### src/rtl/div_pkg.sv
// Shared definitions for the sequential restoring divider: state encoding and default width.
package div_pkg;
  localparam int DIV_W_DEFAULT = 32;

  localparam logic [1:0] S_IDLE = 2'd0;
  localparam logic [1:0] S_CALC = 2'd1;
  localparam logic [1:0] S_FIN  = 2'd2;

  typedef enum logic [1:0] {
    ST_IDLE = S_IDLE,
    ST_CALC = S_CALC,
    ST_FIN  = S_FIN
  } state_t;
endpackage

### src/rtl/div_seq_nw_if.sv
// Request/response bundle for div_seq_nw. The abort line exists only when DIV_ABORT_EN is defined.
interface div_seq_nw_if import div_pkg::*; #(parameter int W = DIV_W_DEFAULT);
  logic           start;
  logic           signed_op;
  logic [2*W-1:0] A;
  logic [W-1:0]   B;
  logic           ready;
  logic           busy;
  logic           done;
  logic [W-1:0]   Q;
  logic [W-1:0]   R;
  logic           DZ;
  logic           DO;
`ifdef DIV_ABORT_EN
  logic           abort;

  modport master (output start, signed_op, A, B, abort,
                  input  ready, busy, done, Q, R, DZ, DO);
  modport slave  (input  start, signed_op, A, B, abort,
                  output ready, busy, done, Q, R, DZ, DO);
`else
  modport master (output start, signed_op, A, B,
                  input  ready, busy, done, Q, R, DZ, DO);
  modport slave  (input  start, signed_op, A, B,
                  output ready, busy, done, Q, R, DZ, DO);
`endif
endinterface

### src/rtl/div_seq_nw_negc.sv
// Conditional two's-complement: y = neg ? -x : x, modulo 2^N.
module div_negc #(parameter int N = 8) (
  input  logic [N-1:0] x,
  input  logic         neg,
  output logic [N-1:0] y
);
  assign y = neg ? (~x + N'(1)) : x;
endmodule

### src/rtl/div_seq_nw.sv
// Sequential restoring divider, 2W/W -> W quotient and remainder, signed or unsigned per op.
// Optional DIV_ABORT_EN adds an abort input that cancels the op in flight.
module div_seq_nw import div_pkg::*; #(parameter int W = DIV_W_DEFAULT) (
  input  logic         clk,
  input  logic         rst,
  div_seq_nw_if.slave  bus
);
  localparam int CNTW = $clog2(W+1);
  localparam logic [W-1:0] HALF = {1'b1, {(W-1){1'b0}}};

  state_t          state, state_n;
  logic [CNTW-1:0] cnt;
  logic [W-1:0]    rem, quo, bmag;
  logic            sa, sb, sgn_op, dz_p, do_p;
  logic [W-1:0]    q_r, r_r;
  logic            dz_r, do_r, done_r;

  logic [2*W-1:0]  amag_w;
  logic [W-1:0]    bmag_w, qfix, rfix;
  logic [W:0]      shifted, diff;
  logic            ge, dz_w, do_w, accept, fin_en, late_ov, abort_w;

`ifdef DIV_ABORT_EN
  assign abort_w = bus.abort;
`else
  assign abort_w = 1'b0;
`endif

  div_negc #(.N(2*W)) u_nega (.x(bus.A), .neg(bus.A[2*W-1] & bus.signed_op), .y(amag_w));
  div_negc #(.N(W))   u_negb (.x(bus.B), .neg(bus.B[W-1] & bus.signed_op),   .y(bmag_w));
  div_negc #(.N(W))   u_negq (.x(quo),   .neg(sa ^ sb),                      .y(qfix));
  div_negc #(.N(W))   u_negr (.x(rem),   .neg(sa),                           .y(rfix));

  assign dz_w   = (bus.B == '0);
  assign do_w   = (amag_w[2*W-1:W] >= bmag_w);
  assign accept = (state == ST_IDLE) && bus.start;
  assign fin_en = (state == ST_FIN) && !abort_w;

  // Compare at W+1 bits so the bit shifted out of rem still counts.
  assign shifted = {rem, quo[W-1]};
  assign diff    = shifted - {1'b0, bmag};
  assign ge      = (shifted >= {1'b0, bmag});

  // Magnitude fits W bits but not the signed range: +2^(W-1) is illegal, -2^(W-1) is fine.
  assign late_ov = sgn_op && ((sa ^ sb) ? (quo > HALF) : (quo >= HALF));

  always_comb begin
    state_n = state;
    case (state)
      ST_IDLE: if (bus.start) state_n = (dz_w || do_w) ? ST_FIN : ST_CALC;
      ST_CALC: if (cnt == CNTW'(1)) state_n = ST_FIN;
      ST_FIN:  state_n = ST_IDLE;
      default: state_n = ST_IDLE;
    endcase
    if (abort_w && (state != ST_IDLE)) state_n = ST_IDLE;
  end

  always_ff @(posedge clk or posedge rst) begin
    if (rst) state <= ST_IDLE;
    else     state <= state_n;
  end

  always_ff @(posedge clk or posedge rst) begin
    if (rst) begin
      cnt    <= '0;
      rem    <= '0;
      quo    <= '0;
      bmag   <= '0;
      sa     <= 1'b0;
      sb     <= 1'b0;
      sgn_op <= 1'b0;
      dz_p   <= 1'b0;
      do_p   <= 1'b0;
      q_r    <= '0;
      r_r    <= '0;
      dz_r   <= 1'b0;
      do_r   <= 1'b0;
      done_r <= 1'b0;
    end else begin
      done_r <= 1'b0;
      if (accept) begin
        rem    <= amag_w[2*W-1:W];
        quo    <= amag_w[W-1:0];
        bmag   <= bmag_w;
        sa     <= bus.A[2*W-1] & bus.signed_op;
        sb     <= bus.B[W-1] & bus.signed_op;
        sgn_op <= bus.signed_op;
        cnt    <= CNTW'(W);
        dz_p   <= dz_w;
        do_p   <= !dz_w && do_w;
      end else if (state == ST_CALC) begin
        rem <= ge ? diff[W-1:0] : shifted[W-1:0];
        quo <= {quo[W-2:0], ge};
        cnt <= cnt - CNTW'(1);
      end
      // Results only move here, so they stay stable across the next accept.
      if (fin_en) begin
        done_r <= 1'b1;
        if (dz_p || do_p || late_ov) begin
          q_r  <= '0;
          r_r  <= '0;
          dz_r <= dz_p;
          do_r <= !dz_p;
        end else begin
          q_r  <= qfix;
          r_r  <= rfix;
          dz_r <= 1'b0;
          do_r <= 1'b0;
        end
      end
    end
  end

  assign bus.ready = (state == ST_IDLE);
  assign bus.busy  = (state != ST_IDLE);
  assign bus.done  = done_r;
  assign bus.Q     = q_r;
  assign bus.R     = r_r;
  assign bus.DZ    = dz_r;
  assign bus.DO    = do_r;
endmodule

### src/flat_wrapper.sv
// flat-port wrapper written by rule: the top's interface ports become plain ports
module div_seq_nw_flat import div_pkg::*;
#(parameter int W = DIV_W_DEFAULT)
  (clk, rst, bus_start, bus_signed_op, bus_A, bus_B, bus_ready, bus_busy, bus_done, bus_Q, bus_R, bus_DZ, bus_DO);
  div_seq_nw_if #(.W(W)) bus_i ();
  input  logic clk;
  input  logic rst;
  input wire logic [$bits(bus_i.start)-1:0] bus_start;
  input wire logic [$bits(bus_i.signed_op)-1:0] bus_signed_op;
  input wire logic [$bits(bus_i.A)-1:0] bus_A;
  input wire logic [$bits(bus_i.B)-1:0] bus_B;
  output wire logic [$bits(bus_i.ready)-1:0] bus_ready;
  output wire logic [$bits(bus_i.busy)-1:0] bus_busy;
  output wire logic [$bits(bus_i.done)-1:0] bus_done;
  output wire logic [$bits(bus_i.Q)-1:0] bus_Q;
  output wire logic [$bits(bus_i.R)-1:0] bus_R;
  output wire logic [$bits(bus_i.DZ)-1:0] bus_DZ;
  output wire logic [$bits(bus_i.DO)-1:0] bus_DO;
  assign bus_i.start = bus_start;
  assign bus_i.signed_op = bus_signed_op;
  assign bus_i.A = bus_A;
  assign bus_i.B = bus_B;
  assign bus_ready = bus_i.ready;
  assign bus_busy = bus_i.busy;
  assign bus_done = bus_i.done;
  assign bus_Q = bus_i.Q;
  assign bus_R = bus_i.R;
  assign bus_DZ = bus_i.DZ;
  assign bus_DO = bus_i.DO;
  div_seq_nw #(.W(W)) u_core (.clk(clk), .rst(rst), .bus(bus_i));
endmodule
### config.mk
export PLATFORM = sky130hd
export DESIGN_NAME = div_seq_nw_flat
export DESIGN_NICKNAME = d
export VERILOG_FILES = /design/src/rtl/div_pkg.sv /design/src/rtl/div_seq_nw_if.sv /design/src/rtl/div_seq_nw_negc.sv /design/src/rtl/div_seq_nw.sv /design/src/flat_wrapper.sv
export SDC_FILE = /design/constraint.sdc
export NUM_CORES = 1
export LEC_CHECK = 0
export CAP_MARGIN = 20
export CORE_UTILIZATION = 51
export DETAILED_ROUTE_END_ITERATION = 8
export PLACE_DENSITY = 0.88
export SLEW_MARGIN = 0
export SYNTH_ARGS = -nofsm -noshare
export SYNTH_HDL_FRONTEND = slang
export SYNTH_SLANG_ARGS = --single-unit
### constraint.sdc
create_clock -name clk -period 6.12 [get_ports clk]
set_input_delay 1.224 -clock clk [delete_from_list [all_inputs] [get_ports clk]]
set_output_delay 1.224 -clock clk [all_outputs]
set_load 0.02 [all_outputs]
### Word-level counts from Yosys, hierarchy flattened

Index checks and enable logic that the tools add are counted.

| storage, ports and cells | value |
|---|---|
| bits in registers | 176 |
| output and inout bits | 69 |
| bits of input ports | 100 |
| logic and storage cells | 71 |

| cells by class | value |
|---|---|
| $add $sub $neg | 6 |
| bitwise operators | 7 |
| mux-type cells | 21 |
| order comparisons | 4 |
| reductions and logical operators | 13 |
| equal/unequal tests | 5 |

Operator list:

| operator | number |
|---|---|
| $mux 32 | 10 |
| $add 32x1->32 const B | 3 |
| $not 32->32 | 3 |
| $add 64x1->64 const B | 1 |
| $mux 64 | 1 |
| $not 64->64 | 1 |
| $ge 33x32->1 | 1 |
| $ge 32x32->1 | 1 |
| $ge 32x32->1 const B | 1 |
| $gt 32x32->1 const B | 1 |
| $logic_not 32->1 | 1 |
| $sub 32x32->32 | 1 |
| $mux 6 | 2 |
| $eq 6x1->1 const B | 1 |
| $mux 2 | 3 |
| $sub 6x1->6 const B | 1 |
| $mux 1 | 4 |
| $pmux 2 s2 | 1 |
| $reduce_bool 2->1 | 2 |
| $logic_and 1x1->1 | 3 |
| $logic_or 1x1->1 | 3 |
| $and 1x1->1 | 2 |
| $eq 2x1->1 const B | 1 |
| $eq 2x2->1 const B | 1 |
| other kinds (6) | 7 |

### Logic depth before layout (Yosys ltp)

Gate-level depths: netlist of the first run.

| logic depth | value |
|---|---|
| depth in word-level cells | 8 |
| gate-level depth with buffers | 17 |
| mapped depth without buffers | 17 |

### Modules after synthesis

A second synthesis of the first run with hierarchy kept.

| unflattened totals | value |
|---|---|
| cells, all modules | 1570 |
| area total of the unflattened synthesis | 13874.6 um^2 |

Modules (own cells, without submodules):

| module | sequential area each (um^2) | area an instance (um^2) | cells each | instances |
|---|---|---|---|---|
| div_seq_nw | 4404.2 | 9894.5 | 1067 | 1 |
| div_negc at u_core.u_negb ... | 0.0 | 777.0 | 99 | 3 |
| div_negc at u_core.u_nega | 0.0 | 1649.1 | 206 | 1 |

### Worst setup path before layout of the first run

No wires, ideal clock.

| timing path | value |
|---|---|
| kind | input-to-reg |
| start | input port bus_A[37] |
| end | register u_core.do_p |
| stages | 14 |
| arrival | 4.564 ns |
| required time | 5.980 ns |
| slack | 1.416 ns |
| buffers on the path | 0 |
| library setup time | 0.139 ns |
| cell sequence | or4_1 or4_1 a2111oi_0 and3_1 a21oi_1 xor2_1 ha_1 a21o_1 a21oi_1 nor2_1 a2111oi_0 o211ai_1 o2111ai_1 o211ai_1 |

| on the way | value |
|---|---|
| longest elaborated chain between the ends | 5 |

Ends and longest elaborated chain:

| item | RTL line | RTL |
|---|---|---|
| from (decl) | flat_wrapper.sv:10 | `input wire logic [$bits(bus_i.A)-1:0] bus_A;` |
| $not 64->64 | div_seq_nw_negc.sv:7 | `assign y = neg ? (~x + N'(1)) : x;` |
| $add 64x1->64 | div_seq_nw_negc.sv:7 |  |
| $mux 64 * | div_seq_nw_negc.sv:7 |  |
| $ge 32x32->1 * | div_seq_nw.sv:35 | `assign do_w = (amag_w[2*W-1:W] >= bmag_w);` |
| $logic_and 1x1->1 * | div_seq_nw.sv:90 | `do_p <= !dz_w && do_w;` |
| to (signal assigned) | div_seq_nw.sv:90 |  |
| to (decl) | div_seq_nw.sv:14 | `logic sa, sb, sgn_op, dz_p, do_p;` |

Mark *: on every way between the ends. The rest lies on a longest branch, timed or not.
A chain may end at the register's enable or synchronous reset.

### Final worst setup path of the first run

| timing path | value |
|---|---|
| start | input port bus_A[35] |
| end | register u_core.state[0] |

| on the way | value |
|---|---|
| longest elaborated chain between the ends | 8 |

Ends and longest elaborated chain:

| item | RTL line | RTL |
|---|---|---|
| $not 64->64 | div_seq_nw_negc.sv:7 |  |
| $add 64x1->64 | div_seq_nw_negc.sv:7 |  |
| $mux 64 * | div_seq_nw_negc.sv:7 |  |
| $ge 32x32->1 * | div_seq_nw.sv:35 |  |
| $logic_or 1x1->1 * | div_seq_nw.sv:50 | `ST_IDLE: if (bus.start) state_n = (dz_w \|\| do_w) ? ST_FIN : ST_CALC;` |
| $mux 2 * (2 in a row) | div_seq_nw.sv:50 |  |
| $pmux 2 s2 * | div_seq_nw.sv:49 | `case (state)` |
| to (signal assigned) | div_seq_nw.sv:60 | `else state <= state_n;` |
| to (decl) | div_seq_nw.sv:11 | `state_t state, state_n;` |

Mark *: on every way between the ends. The rest lies on a longest branch, timed or not. The select of a mux whose other input is x is not followed.

==> impl_metrics.ini, run 1 <==
[run_status]
status = finished, final reports clean

[pwr]
p_int_uw = 4810
power.share.clock_pct = 12.0
total_power_uw = 9330
cellPowerDensity_nw_per_um2 = 596
combPwrFrac_pct = 62.2
switching_share_pct = 48.4
power.switching_uw = 4520
ir_drop_v = 0.000403
sequentialPowerShare_pct = 25.8
p_leak_uw = 0.00644

[critical_path]
critPathArrivalTime_ns = 5.91
rr_endpoint = u_core.rem[20]
cp_num_buf_inv = 1
rrSetupSlack_ns = 1.90
crit_path_end = u_core.state[0]
crit_type = primary input to flop
slowest_delay_ns = 0.63
reg2reg_from = u_core.rem[7]
cpMaxStageDelayCell = or4_1
cp_num_cells = 14
critical_path.endpoint_type = flop
crit_fanout = 5
cp-startpoint = bus_A[35]
cp_cell_sequence = clkdlybuf4s50_1 -> or4_1 -> or4_1 -> a2111oi_0 -> and3_1 -> a21oi_1 -> xor2_1 -> ha_1 -> nand4_1 -> nor3_1 -> o211ai_1 -> a21oi_1 -> nor3_1 -> or2_2
reg2regPathDepth = 9
worstSetupStartpointType = primary input
worstPathRequired_ns = 6.43
cp_top_family = simple AND/OR/NAND/NOR gates

[logic_synthesis]
ys.flop_type = dfrtp_1
yosysWarnings = 0
async_flop_share_pct = 100
syn_nets = 1731
synth-seq-area-share_pct = 33.5
syn_area_sq_um = 13100
synth_cell_types = 71
synth-seq-cells = 176
synth-edff-count = 0
avgSynthCellArea_sq_um = 8.42
synth_cells = 1560

[clock_network]
root_buffer = clkbuf_16
h-tree-depth = 4
cts_inserted_buffers = 17
cts_setup_buffers = 0
cts.sinks = 176
insertion_delay_ns = 0.43
ctsLongestPathBuffers = 2
clk_pin_slew_worst_paths_ns = 0.07
cts_resized = 0
ctsHoldBuffers = 0
cts_tree = done

[sta]
period_minus_slack_ns = 5.60
rsz0062_at_grt = false
setup_viol = 0
slew_headroom_pct = 28.1
setup_slack_ns = 0.516
fin_setup_tns_ns = 0
final-hold-violation-count = 0
worstMarginPinSlew_ns = 1.08
clock.fmax_ghz = 0.178
final_max_slew_viol_count = 0
clock_skew_ns = 0.0110
fin_crit_sh_pct = 91.6

[placement]
place_congestion = 0.978
portBuffers = 168
dpl_worst_slack_ns = 0.166
hpwl_mm = 30.4

[layout]
layout.nets = 1853
synthToLayoutAreaGrowth_pct = 19.2
fillers = 2104
fin_util_pct = 62.0
layout-drive-gt1-share_pct = 5.19

[job]
drv_cap = 0

[route]
drt_wl_total_mm = 40.8
final_antenna_net_count = 0
routedWlPerCell_microns = 20.2
drc_errors = 0
via_count = 12700
dr.pass1.iters = 6
drtIter0Drc = 1557
via_per_inst = 6.29

[hold_path]
hp-class = flop to flop

[global_route]
grt_pass1_vias = 11900
antenna_found_initial = 1
grt_pass1_wl_mm = 64.3
grt-ovfl-total = 0
grt_max_degree = 113
grt.total_usage_pct = 31.2

[die]
fp.dieW_microns = 162
initial_core_util_pct = 52.0
die_area_sq_um = 26400
ios = 169
core_sq_um = 25300
placementRows = 58
die_h_microns = 162
## state kept, by name (all words and copies together), names as in the netlist
| name | cells |
|---|---|
| u_core.sb | 1 |
| u_core.bus.done | 1 |
| u_core.bmag | 32 |
| u_core.do_p | 1 |
| u_core.dz_p | 1 |
| u_core.bus.DZ | 1 |
| u_core.bus.R | 32 |
| u_core.cnt | 6 |
| u_core.sa | 1 |
| u_core.bus.Q | 32 |
| u_core.sgn_op | 1 |
| u_core.bus.DO | 1 |
| u_core.state | 2 |
| u_core.rem | 32 |
| u_core.quo | 32 |
## how the worst min path moves through the flow
stage                     start          endpoint  slack (ns)  cells past startpoint
2_1_floorplan   u_core.bmag[10]   u_core.bmag[10]        0.45                      2
3_3_place_gp    u_core.bus.R[6]   u_core.bus.R[6]        0.46                      2
3_5_place_dp    u_core.bus.R[0]   u_core.bus.R[0]        0.46                      2
4_1_cts         u_core.bus.Q[5]   u_core.bus.Q[5]        0.48                      2
5_1_grt        u_core.bus.Q[11]  u_core.bus.Q[11]        0.49                      2
6_report        u_core.bus.Q[5]   u_core.bus.Q[5]        0.48                      2
## layout make-up
class | count | area [sq um] | share of cell area (%)
Antenna cell | 1 | 2.50 | 0.0160
Inverter | 63 | 241 | 1.54
Clock buffer | 18 | 429 | 2.74
Tap cell | 330 | 413 | 2.64
Multi-Input combinational cell | 1238 | 8190 | 52.3
Sequential cell | 176 | 4400 | 28.1
Timing Repair Buffer | 186 | 1820 | 11.6
Clock inverter | 14 | 158 | 1.01
## cells by family after synthesis
kind of cell / Yosys count / share of synthesized area, %
AO/OA/AOI/OAI: 487 / 23.4
flip-flops: 176 / 33.5
multiplexers: 28 / 2.24
XOR/XNOR: 176 / 11.7
AND/OR/NAND/NOR: 476 / 17.9
buffers and inverters: 146 / 4.42
adder cells (fa/ha/maj): 71 / 6.82
## layout by cell type, fill, tap and decap left out, drive strengths merged, types with 6 or more instances in the layout
cell type / netlist / final
nor3: 42 / 42
a31oi: 10 / 10
nor4: 19 / 19
o41ai: 14 / 14
mux2i: 17 / 17
nor2: 81 / 81
buf: 13 / 18
nand4: 11 / 11
nand2b: 16 / 16
dfrtp: 176 / 176
xor2: 88 / 88
or3: 18 / 18
inv: 63 / 72
or2: 9 / 9
mux2: 11 / 11
a221o: 12 / 12
nand3: 21 / 21
o31ai: 72 / 72
nand3b: 6 / 6
nand2: 188 / 188
xnor2: 88 / 88
clkbuf: 70 / 18
a22oi: 41 / 41
ha: 70 / 70
clkdlybuf4s50: 0 / 168
and3: 21 / 21
and2: 9 / 9
a21oi: 104 / 104
o21ai: 162 / 162
o211ai: 16 / 16
a21o: 15 / 15
or4: 15 / 15
## worst reg2reg max path, stage by stage (launching register included)
cell and delay [ns]:
dfrtp_1 0.49, ha_1 0.50, nand4_1 0.23, nor3_1 0.25, o311ai_0 0.22, a21oi_1 0.47, a21oi_1 0.29, a21oi_4 0.80
nand2_1 0.54, o221ai_1 0.34
## per-layer routing
layer  GRT usage (%)  up-vias  part of all wire [%]
met1            42.6     6099                    41
li1                -     5922                     -
met4            9.95        2                   2.5
met2            50.9      650                    47
met3            4.43       72                   9.3
met5               0        -                 0.024
## metrics by stage
step           hold WS (ns)  instance area [sq um]  instances
2_1_floorplan         0.450                  13100       1560
3_3_place_gp          0.459                  15100       1993
3_5_place_dp          0.465                  15100       1993
4_1_cts               0.481                  15700       2025
5_1_grt               0.493                  15700       2025
6_report              0.479                  15700       2026
## synthesized netlist by cell type, drive strengths merged (16+ instances only)
master	number	area share [%]
clkbuf	70	2.0
nor2	81	2.3
o21ai	162	6.2
o31ai	72	4.1
a22oi	41	2.3
xnor2	88	5.9
xor2	88	5.9
and3	21	1.0
nand2b	16	0.76
a21oi	104	4.0
nand3	21	0.80
nor3	42	1.6
nand2	188	5.4
mux2i	17	1.3
or3	18	0.90
nor4	19	1.2
dfrtp	176	34
ha	70	6.7
inv	63	1.8
o211ai	16	0.91
## power by group through the flow
stage / clock network, uW / logic [uW] / registers, uW
2_1_floorplan: 0 / 3980 / 2400
4_1_cts: 1120 / 5740 / 2370
6_report: 1120 / 5800 / 2410
5_1_grt: 1170 / 6350 / 2470
3_3_place_gp: 0 / 5570 / 2360
3_5_place_dp: 0 / 5690 / 2390
(Power assumes the default switching activity.)
==> inputs of run 2 (changes only) <==
==> constraint.sdc (replaced) <==
create_clock -name clk -period 6.12 [get_ports clk]
set_input_delay 1.224 -clock clk [delete_from_list [all_inputs] [get_ports clk]]
set_output_delay 1.224 -clock clk [all_outputs]
set_load 0.1 [all_outputs]
==> results of run 2 <==
Same layout as run 1 (identical final DEF). Status: finished, final reports clean.
Power of run 2 is not shown: default switching activity piles up to over one toggle a cycle in this logic, so the estimate is an artifact.
==> inputs of run 3 (changes only) <==
--- a/config.mk
+++ b/config.mk
@@ -5,10 +5,12 @@
 export SDC_FILE = /design/constraint.sdc
 export NUM_CORES = 1
 export LEC_CHECK = 0
+export ABC_AREA = 1
 export CAP_MARGIN = 20
-export CORE_UTILIZATION = 51
+export CORE_UTILIZATION = 53
 export DETAILED_ROUTE_END_ITERATION = 8
-export PLACE_DENSITY = 0.88
+export PLACE_DENSITY = 0.89
+export SETUP_SLACK_MARGIN = 0.2
 export SLEW_MARGIN = 0
 export SYNTH_ARGS = -nofsm -noshare
 export SYNTH_HDL_FRONTEND = slang
==> run 3 against run 2 <==
  * Setup slack improved by 1.2 ns
  * Sequential share of layout area fell by 4.6 points
  * Core utilization up 0.90 points
  * Non-clock buffer count fell by 5
  * Cell count rose by 55%
  * Fmax up 27%
  * Sequential cell count did not move
  * Clock skew barely moved
  * Largest cell class unchanged
  * Highest routed layer unchanged
==> impl_metrics.ini, run 3 <==
[run_status]
status = finished, final reports clean

[clock_network]
root_buffer = clkbuf_16
cts_inserted_buffers = 17
cts.sinks = 176
cts_tree = done
insertion_delay_ns = 0.45
clk_pin_slew_worst_paths_ns = 0.07
h-tree-depth = 4
cts_resized = 0
ctsHoldBuffers = 0
ctsLongestPathBuffers = 2
cts_setup_buffers = 0

[critical_path]
critical_path.endpoint_type = flop
rrSetupSlack_ns = 3.05
reg2reg_from = u_core.state[1]
rr_endpoint = u_core.rem[0]
crit_type = primary input to flop
worstSetupStartpointType = primary input
crit_fanout = 60
reg2regPathDepth = 11
critPathArrivalTime_ns = 4.73
worstPathRequired_ns = 6.44

[logic_synthesis]
synth_xor_area_share_pct = 5.42
yosys.area_share.simple_pct = 39.6
synth_cells = 2617
synth_compound_area_share_pct = 11.9
synth_top_area_share_pct = 27.2
synth_commonest_cells = nand2_1, inv_1, nor2_1, nand3_1, dfrtp_1
synth_fa_ha_area_share_pct = 5.54
synth-seq-cells = 176
syn_nets = 2788
synth_area_leader_cell = dfrtp_1
async_flop_share_pct = 100
synth_top_cells_by_area = dfrtp_1, nand2_1, nand3_1
ys.flop_type = dfrtp_1
synth-seq-area-share_pct = 27.2
avgSynthCellArea_sq_um = 6.18
yosysWarnings = 0
syn_area_sq_um = 16200
synth-edff-count = 0
yosysMostFrequentCell = nand2_1
synth_mux_area_share_pct = 0
synth_cell_types = 46
synth_top_family_by_area = simple AND/OR/NAND/NOR gates

[hold_path]
worstHoldStart = u_core.bus.R[15]
holdPathStages = 2
hp-class = flop to flop
worstHoldEndpoint = u_core.bus.R[15]

[layout]
layout.nets = 2914
final_common_cell = nand2_1
synthToLayoutAreaGrowth_pct = 15.9
fin_util_pct = 62.9
layout-drive-gt1-share_pct = 4.54
fin_area_sq_um = 18700
antenna_cells = 0
layout_common_cells = nand2_1, inv_1, nor2_1
fillers = 2834

[route]
dr_wl_met2_mm = 25.3
dr.pass1.iters = 8
drc_errors = 0
drtIter0Drc = 2429
wl_met3_mm = 6.21
drt-met1-wl_mm = 25.7
via_count = 18200
via_per_inst = 5.78
maxUsedRoutingLayer = met5
final_antenna_net_count = 0
routedWlPerCell_microns = 18.9
drt_wl_total_mm = 59.3

[sta]
setup_slack_ns = 1.71
slew_headroom_pct = 26.2
final_max_slew_viol_count = 0
period_minus_slack_ns = 4.41
clock_skew_ns = 0.0112
fin_setup_tns_ns = 0
rsz0062_at_grt = false
clock.fmax_ghz = 0.227
fin_crit_sh_pct = 72.0
final-hold-violation-count = 0
worstMarginPinSlew_ns = 1.10
setup_viol = 0

[die]
die_area_sq_um = 31200
die_h_microns = 177
fp.dieW_microns = 177
initial_core_util_pct = 54.3
ios = 169
placementRows = 63
core_sq_um = 29800

[placement]
place_congestion = 1.03
place_area_sq_um = 18100
portBuffers = 168
dpl_worst_slack_ns = 1.37
hpwl_mm = 47.9

[global_route]
grt_pass1_vias = 16600
antenna_found_initial = 1
grt_max_degree = 177
grt_pass1_wl_mm = 91.5
grt-ovfl-total = 0
grt.total_usage_pct = 38.3

[pwr]
p_leak_uw = 0.00909
cellPowerDensity_nw_per_um2 = 604
ir_drop_v = 0.000255
total_power_uw = 11300

[job]
drv_cap = 0
==> run 3: cell types whose count changed after synthesis, moves of 29 or more <==
cell | previous run | this run
nand2_1 | 188 | 799
inv_1 | 63 | 349
nand3_1 | 21 | 281
nor2_1 | 81 | 328
o31ai_1 | 72 | 5
xnor2_1 | 88 | 22
o21ai_2 | 0 | 45
clkbuf_1 | 70 | 41
==> run 3: layout make-up <==
type	count	area (sq um)	area share (%)
well taps	390	488	2.60
clock inverters	13	159	0.848
multi-input cells	2013	10100	53.9
repair buffers	181	1820	9.69
inverters	354	1330	7.11
clock buffers	18	429	2.29
flip-flops and latches	176	4400	23.5
==> run 3: worst max-delay path: stages <==
cell	delay (ns)
clkdlybuf4s50_1	0.64
nand2_1	0.13
inv_2	0.73
nand2_1	0.24
xnor2_1	0.46
ha_1	0.33
nand2_1	0.07
inv_1	0.03
nor2_1	0.08
o21ai_0	0.08
a21oi_1	0.15
nand2_1	0.10
nand2_1	0.07
nand3_1	0.09
nor2_1	0.19
a21oi_1	0.09
==> run 3: layer usage <==
| metal | track usage [%] | vias to the layer above |
|---|---|---|
| li1 | - | 8613 |
| met1 | 55.3 | 8345 |
| met2 | 57.8 | 1068 |
| met3 | 5.35 | 146 |
| met4 | 14.3 | 2 |
| met5 | 0 | - |
==> run 3: logic make-up (layout without fill, tap and decap cells) <==
| family | count (synthesis) | after routing |
|---|---|---|
| AOI/OAI and AO/OA | 316 | 316 |
| DFF | 176 | 176 |
| adders and majority gates | 71 | 71 |
| buffers and inverters | 428 | 566 |
| and+or+nand+nor | 1526 | 1526 |
| xor gates and xnor gates | 100 | 100 |
==> run 3: where the power goes <==
part	switching, uW	internal [uW]	total [uW]
Combinational	5580	2290	7870
Sequential	638	1710	2350
Clock	498	610	1110
==> run 3: worst max-delay path by stage <==
stage / start / endpoint / slack [ns]
detailed placement: bus_signed_op / u_core.state[0] / 1.37
floorplan: u_core.state[0] / bus_busy / 2.26
global placement: bus_signed_op / u_core.state[0] / 1.34
global route: bus_signed_op / u_core.state[0] / 1.38
CTS: bus_signed_op / u_core.state[0] / 1.82
finish: bus_signed_op / u_core.state[1] / 1.71
==> run 3: metrics by stage <==
| step | instances | hold slack (ns) |
|---|---|---|
| 4_1_cts | 3142 | 0.484 |
| 6_report | 3145 | 0.484 |
| 3_3_place_gp | 3111 | 0.461 |
| 2_1_floorplan | 2617 | 0.449 |
| 3_5_place_dp | 3111 | 0.466 |
| 5_1_grt | 3145 | 0.508 |
